[src/rtl/car_motion_ctrl.sv]
// rtl/car_motion_ctrl.sv - per-frame heading/speed/position update producing VGA camera scroll
// Samples buttons on each synchronised vsync falling edge and walks a 4-state update pipeline.
module car_motion_ctrl #(
    parameter int MAP_W           = 320,
    parameter int MAP_H           = 240,
    parameter int HALF_VIEW_X     = 160,
    parameter int HALF_VIEW_Y     = 120,
    parameter int START_X         = 160,
    parameter int START_Y         = 120,
    parameter int MAX_SPEED       = 4,
    parameter int ACCEL_FRAMES    = 4,
    parameter int FRICTION_FRAMES = 8,
    parameter int TURN_FRAMES     = 3
) (
    input  logic       clk,
    input  logic       rst,
    input  logic       vsync,
    input  logic       btn_up,
    input  logic       btn_down,
    input  logic       btn_left,
    input  logic       btn_right,
    output logic [9:0] scroll_x,
    output logic [9:0] scroll_y,
    output logic [3:0] degree,
    output logic [2:0] speed,
    output logic       frame_done
);
    typedef enum logic [2:0] {S_IDLE, S_INPUT, S_MOVE, S_CLAMP, S_OUT} state_t;

    localparam logic [3:0] ACC_P  = 4'(ACCEL_FRAMES);
    localparam logic [3:0] FRIC_P = 4'(FRICTION_FRAMES);
    localparam logic [3:0] TURN_P = 4'(TURN_FRAMES);
    localparam logic [2:0] MAX_P  = 3'(MAX_SPEED);
    localparam logic [9:0] LIM_X  = 10'(MAP_W - 1);
    localparam logic [9:0] LIM_Y  = 10'(MAP_H - 1);

    function automatic logic [7:0] sin_lut(input logic [3:0] d);
        case (d)
            4'd0, 4'd8:   sin_lut = 8'd0;
            4'd1, 4'd7:   sin_lut = 8'd24;
            4'd2, 4'd6:   sin_lut = 8'd45;
            4'd3, 4'd5:   sin_lut = 8'd59;
            4'd4:         sin_lut = 8'd64;
            4'd9, 4'd15:  sin_lut = -8'sd24;
            4'd10, 4'd14: sin_lut = -8'sd45;
            4'd11, 4'd13: sin_lut = -8'sd59;
            default:      sin_lut = -8'sd64;
        endcase
    endfunction

    // MSB flags that a clamp happened; low 16 bits are the clamped Q10.6 position.
    function automatic logic [16:0] clamp_axis(input logic [16:0] n, input logic [9:0] lim);
        if (n[16])
            clamp_axis = {1'b1, 16'd0};
        else if (n[15:6] > lim)
            clamp_axis = {1'b1, lim, 6'd0};
        else
            clamp_axis = {1'b0, n[15:0]};
    endfunction

    logic [1:0]  vs_q;
    logic        vs_prev_q;
    logic [3:0]  btn_s1_q, btn_s2_q;
    logic        frame_edge;

    always_ff @(posedge clk or negedge rst) begin
        if (!rst) begin
            vs_q      <= 2'b11;
            vs_prev_q <= 1'b1;
            btn_s1_q  <= 4'd0;
            btn_s2_q  <= 4'd0;
        end else begin
            vs_q      <= {vs_q[0], vsync};
            vs_prev_q <= vs_q[1];
            btn_s1_q  <= {btn_up, btn_down, btn_left, btn_right};
            btn_s2_q  <= btn_s1_q;
        end
    end

    assign frame_edge = vs_prev_q & ~vs_q[1];

    state_t      state_q;
    logic [3:0]  btn_q;
    logic [3:0]  deg_q, deg_d;
    logic [3:0]  turn_q, turn_d;
    logic [2:0]  spd_q, spd_d;
    logic [3:0]  spd_cnt_q, spd_cnt_d;
    logic [1:0]  pedal_q, pedal_d;
    logic [15:0] pos_x_q, pos_y_q;
    logic [16:0] nx_q, ny_q, nx_d, ny_d;
    logic [16:0] cx, cy;
    logic [3:0]  period, cnt_eff;
    logic signed [10:0] sx, sy, sp, dx, dy;

    always_comb begin
        deg_d  = deg_q;
        turn_d = 4'd0;
        if (btn_q[1] ^ btn_q[0]) begin
            if (turn_q == 4'd0)
                deg_d = btn_q[0] ? deg_q + 4'd1 : deg_q - 4'd1;
            turn_d = (turn_q == TURN_P - 4'd1) ? 4'd0 : turn_q + 4'd1;
        end

        // Brake wins over throttle; a pedal change restarts the rate counter.
        pedal_d = btn_q[2] ? 2'd2 : (btn_q[3] ? 2'd1 : 2'd0);
        period  = (pedal_d == 2'd0) ? FRIC_P : ACC_P;
        cnt_eff = (pedal_d != pedal_q) ? 4'd0 : spd_cnt_q;
        spd_d   = spd_q;
        if (cnt_eff == 4'd0) begin
            if (pedal_d == 2'd1) begin
                if (spd_q < MAX_P) spd_d = spd_q + 3'd1;
            end else if (spd_q != 3'd0) begin
                spd_d = spd_q - 3'd1;
            end
        end
        spd_cnt_d = (cnt_eff == period - 4'd1) ? 4'd0 : cnt_eff + 4'd1;

        sx   = 11'($signed(sin_lut(deg_q)));
        sy   = 11'($signed(sin_lut(deg_q + 4'd4)));
        sp   = {8'd0, spd_q};
        dx   = sx * sp;
        dy   = -(sy * sp);
        nx_d = {1'b0, pos_x_q} + {{6{dx[10]}}, dx};
        ny_d = {1'b0, pos_y_q} + {{6{dy[10]}}, dy};

        cx = clamp_axis(nx_q, LIM_X);
        cy = clamp_axis(ny_q, LIM_Y);
    end

    always_ff @(posedge clk or negedge rst) begin
        if (!rst) begin
            state_q    <= S_IDLE;
            btn_q      <= 4'd0;
            deg_q      <= 4'd0;
            turn_q     <= 4'd0;
            spd_q      <= 3'd0;
            spd_cnt_q  <= 4'd0;
            pedal_q    <= 2'd0;
            pos_x_q    <= {10'(START_X), 6'd0};
            pos_y_q    <= {10'(START_Y), 6'd0};
            nx_q       <= 17'd0;
            ny_q       <= 17'd0;
            scroll_x   <= 10'(START_X - HALF_VIEW_X);
            scroll_y   <= 10'(START_Y - HALF_VIEW_Y);
            degree     <= 4'd0;
            speed      <= 3'd0;
            frame_done <= 1'b0;
        end else begin
            frame_done <= 1'b0;
            case (state_q)
                S_IDLE: begin
                    if (frame_edge) begin
                        btn_q   <= btn_s2_q;
                        state_q <= S_INPUT;
                    end
                end
                S_INPUT: begin
                    deg_q     <= deg_d;
                    turn_q    <= turn_d;
                    spd_q     <= spd_d;
                    spd_cnt_q <= spd_cnt_d;
                    pedal_q   <= pedal_d;
                    state_q   <= S_MOVE;
                end
                S_MOVE: begin
                    nx_q    <= nx_d;
                    ny_q    <= ny_d;
                    state_q <= S_CLAMP;
                end
                S_CLAMP: begin
                    pos_x_q <= cx[15:0];
                    pos_y_q <= cy[15:0];
                    if (cx[16] || cy[16]) begin
                        spd_q     <= 3'd0;
                        spd_cnt_q <= 4'd0;
                    end
                    state_q <= S_OUT;
                end
                S_OUT: begin
                    scroll_x   <= pos_x_q[15:6] - 10'(HALF_VIEW_X);
                    scroll_y   <= pos_y_q[15:6] - 10'(HALF_VIEW_Y);
                    degree     <= deg_q;
                    speed      <= spd_q;
                    frame_done <= 1'b1;
                    state_q    <= S_IDLE;
                end
                default: state_q <= S_IDLE;
            endcase
        end
    end
endmodule

[config.mk]
export PLATFORM = sky130hd
export DESIGN_NAME = car_motion_ctrl
export DESIGN_NICKNAME = d
export VERILOG_FILES = /design/src/rtl/car_motion_ctrl.sv
export SDC_FILE = /design/constraint.sdc
export NUM_CORES = 1
export LEC_CHECK = 0
export ABC_AREA = 1
export BUFFER_PORTS_ARGS = -buffer_cell sky130_fd_sc_hd__buf_2
export CORE_MARGIN = 5
export CORE_UTILIZATION = 63
export CTS_CLUSTER_DIAMETER = 100
export DETAILED_ROUTE_END_ITERATION = 7
export MAX_ROUTING_LAYER = met4
export PLACE_DENSITY_LB_ADDON = 0.3
export RECOVER_POWER = 50
export SKIP_CTS_REPAIR_TIMING = 1
export SLEW_MARGIN = 15
export SYNTH_ARGS = -nofsm -noshare
export SYNTH_HDL_FRONTEND = slang
export SYNTH_SLANG_ARGS = --single-unit
[constraint.sdc]
create_clock -name clk -period 5.05 [get_ports clk]
set_input_delay 0.505 -clock clk [delete_from_list [all_inputs] [get_ports clk]]
set_output_delay 0.505 -clock clk [all_outputs]
set_load 0.02 [all_outputs]
==> run metrics, run 1 <==
drt first pass iters 5; relative slew slack -0.5400; met1 Usage GRT 0.3534; grt ovf 0; Final HPWL DP 14860 µm; register area share after synthesis 0.3523; Core Area 0.01442 mm²; Die Ht 130.8 µm; #FFs+latches synth 129; Yosys warning count 0; Layout area overhead 12.48%; Synth Area in Compound Gates 0.1086; Post-Synth Simple-Gate Area 0.2346; f_max 207.1 MHz; Synth Flop Type dfrtp_1; drt via density 5.484; max incr delay on CP 0.54 ns; Hold Fails Final Rpt 0; Rows 44; vias in the first global route 7674; CTS H-tree lvls 4; share of layout cells above drive strength 1 0.1105; commonest cells after routing, fill and taps aside nand2_1 (313), inv_1 (206), dfrtp_1 (118), o21ai_0 (92), ha_1 (79); critical path peak fanout 6; crit end category register; routed len/inst 14.89 µm; IO Count 35; Initial Util 0.6375; fill count 1138; DRC viols 0; clk_lat worst skew 0.42 ns; post-layout minimum cycle time 4.830 ns; NumNets Final 1372; CP Launch Type register; Data required, critical path 5.36 ns; actual slew at the worst max-slew pin 2.310 ns; commonest non-fill, non-tap cell in the layout nand2_1; async set or reset register ratio after synthesis 1.000; Worst Path Arrival 5.14 ns; critical path class register to register; DRT iter0 DRCs 627; CP most frequent cell nand2_1; Setup Viol. Count Final 0; largest family of logic cells by synthesized area simple AND/OR/NAND/NOR gates; CTS max path bufs 2; met2 capacity usage during global routing 0.4284; Final Skew 0.006137 ns; part of the cycle the worst path needs 0.9564; Synth Area per Inst 7.580 µm²; DIE AREA 0.01711 mm²; Die Width 130.8 µm; post-synthesis cell area 0.009195 mm²; CTS root buffer clkbuf_16; most used routing layer met2; Unique masters post-synth 39; worst hold slack 0.1410 ns; RSZ-0062 raised after global routing yes; design area 0.01034 mm²; initial antenna violation count 0; clock slew at reported path FFs 0.06 ns; final wirelength 21610 µm; Final Wtd Congestion 0.9257; Maximum Capacitance Violations 1; placed inst area 0.009560 mm²; clock sinks 129; first-pass GRT wire length 35710 µm; Synth Instances 1213; Post-Synth Adder-Cell Area 0.1682; CTS buffer count 17; Slew Limit Fails 46; failing checks max-capacitance violations, max-slew violations; status finished, violations left; routing usage on met3 0.05244; post-synthesis mux area share 0; xor and xnor fraction of the mapped netlist area 0.03715; Hold Crit Class input pin to asynchronous set/reset pin; diode count 0; vias 7957; CTS tree yes; pin count of the biggest net entering global routing 86; Critical-path top delay cell fa_1; Synthesized Nets 1331; Buffers on Ports 34; DRT antenna net count 0; Post-synth EDFFs 0; GR Util All Layers 0.2684
## cells by family (layout without fill, tap and decap cells)
kind of cell,count (synthesis),in the layout
AOI/OAI and AO/OA,184,184
and+or+nand+nor,510,511
buffers and inverters,240,293
adders and majority gates,111,111
xor gates and xnor gates,39,39
DFF,129,129
## synth_stat cells, types with 4 or more instances
| master | instances | share of area |
|---|---|---|
| a21oi_1 | 53 | 0.029 |
| a32o_1 | 5 | 0.0054 |
| buf_2 | 9 | 0.0049 |
| clkbuf_1 | 15 | 0.0061 |
| dfrtp_1 | 120 | 0.33 |
| dfstp_2 | 9 | 0.026 |
| fa_1 | 21 | 0.046 |
| ha_1 | 90 | 0.12 |
| inv_1 | 209 | 0.085 |
| inv_2 | 5 | 0.0020 |
| nand2_1 | 317 | 0.13 |
| nand2_2 | 6 | 0.0041 |
| nand3_1 | 59 | 0.032 |
| nand3b_1 | 9 | 0.0073 |
| nand4_1 | 9 | 0.0061 |
| nor2_1 | 79 | 0.032 |
| nor3_1 | 8 | 0.0044 |
| o21ai_0 | 95 | 0.052 |
| o21ai_1 | 10 | 0.0054 |
| o21bai_1 | 4 | 0.0033 |
| o22ai_1 | 6 | 0.0041 |
| or2_1 | 5 | 0.0034 |
| or2_2 | 5 | 0.0034 |
| xnor2_1 | 18 | 0.017 |
| xor2_1 | 21 | 0.020 |
## layer usage
layer,wire length (µm),up-vias
met5,0,-
met4,372,0
met3,1177,45
met2,10240,234
met1,9815,3759
li1,-,3919
## worst max-delay path, delay by kind of cell (launching register included)
kind / cells / cell delay (ns)
AO/OA/AOI/OAI: 2 / 0.27
AND/OR/NAND/NOR: 16 / 1.65
adder cells (fa/ha/maj): 6 / 1.97
buffers and inverters: 6 / 0.40
flip-flops: 1 / 0.42
## sequential cells by signal (all words and copies together), names as in the netlist, 4 cells and up
name,cells
btn_q,4
btn_s1_q,4
btn_s2_q,4
deg_q,4
degree,4
nx_q,17
ny_q,17
pos_x_q,16
pos_y_q,16
scroll_x,10
scroll_y,10
spd_cnt_q,4
turn_q,4
## metrics by stage
stage | setup slack, ns | setup TNS, ns | cells | utilization
2_1_floorplan | 0.4819 | 0 | 1213 | -
3_3_place_gp | 0.1698 | 0 | 1415 | 0.6628
3_5_place_dp | -0.02415 | -0.04711 | 1415 | 0.6628
4_1_cts | -0.1477 | -0.2512 | 1447 | 0.7021
5_1_grt | -0.09297 | -0.2198 | 1451 | 0.7170
6_report | 0.2203 | 0 | 1451 | 0.7170
## area by class of cell
type	instances	area [µm²]	share of cell area
Multi-Input combinational cell	845	5246	0.5073
Sequential cell	129	3242	0.3135
Inverter	216	810.8	0.07839
Clock buffer	21	450.4	0.04355
Timing Repair Buffer	45	246.5	0.02383
Tap cell	184	230.2	0.02226
Clock inverter	11	116.4	0.01125
## worst paths after layout
path | cells past startpoint | end | slack [ns] | from
max in group asynchronous | 2 | frame_done | 2.24 | rst
worst max-delay path | 30 | ny_q[15] | 0.22 | deg_q[0]
worst min-delay path | 1 | spd_cnt_q[2] | 0.14 | rst
worst min register to register | 0 | btn_s2_q[2] | 0.34 | btn_s1_q[2]
worst max register to register | 30 | ny_q[15] | 0.22 | deg_q[0]
min in group clk | 1 | btn_s1_q[1] | 0.18 | btn_left
Power of run 1 is not shown: default switching activity piles up to over one toggle a cycle in this logic, so the estimate is an artifact.
==> run 2: changes to the inputs <==
CTS_CLUSTER_DIAMETER = unset   (was 100)
clock period = 4.65 ns   (was 5.05 ns; I/O delays follow)
==> run 2 against run 1 <==
  * The run ends with max-capacitance violations, max-slew violations, negative setup slack left
  * Hold slack worse by 0.0087 ns
  * Routed wire length up 21%
  * Sequential share of layout area fell by 3.0 points
  * Critical endpoint is now ny_q[16]
  * Core utilization rose by 7.5 points
  * Design area rose by 10%
  * Cell count increased by 4.6%
  * Critical path depth fell by 2
  * Global-route usage increased by 1.3 points
  * Die area unchanged
==> run metrics, run 2 (synthesis gave the netlist of run 1 again) <==
status finished, violations left (unchanged); failing checks max-capacitance violations, max-slew violations, negative setup slack (was max-capacitance violations, max-slew violations); max incr delay on CP 0.53 ns (was 0.54 ns); reg2reg path depth 28 (was 30); fill count 907 (was 1138); Register Area 0.003239 mm² (was 0.003242 mm²); IO Count 35 (unchanged); reg-to-reg startpoint deg_q[0] (unchanged); pin count of the biggest net entering global routing 88 (was 86); relative slew slack -0.5022 (was -0.5400); critical path peak fanout 5 (was 6); Setup Viol. Count Final 1 (was 0); DP Worst Slack -0.1316 ns (was -0.02415 ns); WHS Endpoint vs_q[0]; Hold Fails Final Rpt 0 (unchanged); Hold Crit Class input pin to register (was input pin to asynchronous set/reset pin); design area 0.01143 mm² (was 0.01034 mm²); Layout area overhead 24.26% (was 12.48%); NumNets Final 1439 (was 1372); clock slew at reported path FFs 0.06 ns (about the same); commonest non-fill, non-tap cell in the layout nand2_1 (unchanged); DIE AREA 0.01711 mm² (unchanged); CP most frequent cell nand2_1 (unchanged); Critical R2R Capture ny_q[16] (was ny_q[15]); R2R Setup Slk -0.11 ns (was 0.22 ns); crit end category register (unchanged); Die Ht 130.8 µm (unchanged); GR Util All Layers 0.2812 (was 0.2684); post-layout minimum cycle time 4.757 ns (was 4.830 ns); Core Area 0.01442 mm² (unchanged); routed len/inst 17.25 µm (was 14.89 µm); clk_lat worst skew 0.43 ns (was 0.42 ns); diode count 0 (unchanged); Final Skew 0.01254 ns (was 0.006137 ns); Rows 44 (unchanged); Initial Util 0.6375 (unchanged); Maximum Capacitance Violations 2 (was 1); Worst Path Arrival 5.06 ns (was 5.14 ns); final wirelength 26180 µm (was 21610 µm); Critical-path top delay cell fa_1 (unchanged); CTS max path bufs 2 (unchanged); CTS H-tree lvls 4 (unchanged); share of layout cells above drive strength 1 0.2316 (was 0.1105); multi-input logic area 0.005703 mm² (was 0.005246 mm²); CTS tree yes (unchanged); Die Width 130.8 µm (unchanged); CP Launch Type register (unchanged); CTS buffer count 17 (unchanged); actual slew at the worst max-slew pin 2.253 ns (was 2.310 ns); RSZ-0062 raised after global routing yes (unchanged); f_max 210.2 MHz (was 207.1 MHz); DRT iter0 DRCs 849 (was 627); drt via density 5.731 (was 5.484); first-pass GRT wire length 37270 µm (was 35710 µm); critical path class register to register (unchanged); initial antenna violation count 0 (unchanged); DRC viols 0 (unchanged); Data required, critical path 4.96 ns (was 5.36 ns); end-of-flow core utilization 0.7922 (was 0.7170); Final Wtd Congestion 0.9384 (was 0.9257); HP Start vsync; drt first pass iters 6 (was 5); commonest cells after routing, fill and taps aside nand2_1 (285), inv_1 (191), dfrtp_1 (120), o21ai_0 (89) (was nand2_1 (313), inv_1 (206), dfrtp_1 (118), o21ai_0 (92), ha_1 (79)); post-layout worst setup margin -0.1071 ns (was 0.2203 ns); vias 8700 (was 7957); vias in the first global route 8089 (was 7674); DRT antenna net count 0 (unchanged); part of the cycle the worst path needs 1.023 (was 0.9564); CTS root buffer clkbuf_16 (unchanged); clock sinks 129 (unchanged); Largest regs nx_q x17, ny_q x17 (unchanged); Final HPWL DP 15690 µm (was 14860 µm); Buffers on Ports 34 (unchanged); placed inst area 0.009993 mm² (was 0.009560 mm²); worst hold path cell count 1; Slew Limit Fails 132 (was 46); grt ovf 0 (unchanged)
run 2: per-layer routing:
metal	GRT usage	up-vias	routed length [µm]
met3	0.04919	112	1766
met4	0.1077	0	983
met1	0.3658	4149	10690
li1	-	4048	-
met2	0.4419	391	12740
met5	-	-	0
run 2: worst max-delay path by stage:
| stage | end | slack, ns | start | cells after the start |
|---|---|---|---|---|
| after floorplan | ny_q[16] | 0.08 | deg_q[0] | 31 |
| after detailed placement | ny_q[16] | -0.13 | deg_q[0] | 32 |
| after global routing | ny_q[16] | -0.37 | deg_q[0] | 33 |
| final | ny_q[16] | -0.11 | deg_q[0] | 28 |
| after CTS | nx_q[13] | -0.25 | deg_q[0] | 28 |
| after global placement | nx_q[16] | -0.02 | deg_q[0] | 26 |
run 2: area by class of cell:
type / count / area share
Clock buffer: 20 / 0.03909
Inverter: 216 / 0.07140
Tap cell: 184 / 0.02015
Clock inverter: 12 / 0.01599
Multi-Input combinational cell: 844 / 0.4991
Sequential cell: 129 / 0.2835
Timing Repair Buffer: 113 / 0.07074
run 2: worst max-delay path, delay by kind of cell (launching register included):
kind | cells | cell delay, ns
flops | 1 | 0.40
fa+ha+maj | 5 | 1.81
buf+inv | 9 | 0.94
simple gates | 11 | 0.93
compound gates | 3 | 0.57
run 2: metrics by stage:
step,instances,hold WS (ns),setup TNS (ns)
6_report,1518,0.1323,-0.1071
5_1_grt,1518,0.1294,-2.372
4_1_cts,1503,0.1277,-2.935
3_5_place_dp,1471,0.3364,-1.101
3_3_place_gp,1471,0.3317,-0.02111
2_1_floorplan,1213,0.1694,0
Power of run 2 is left out for the same reason.
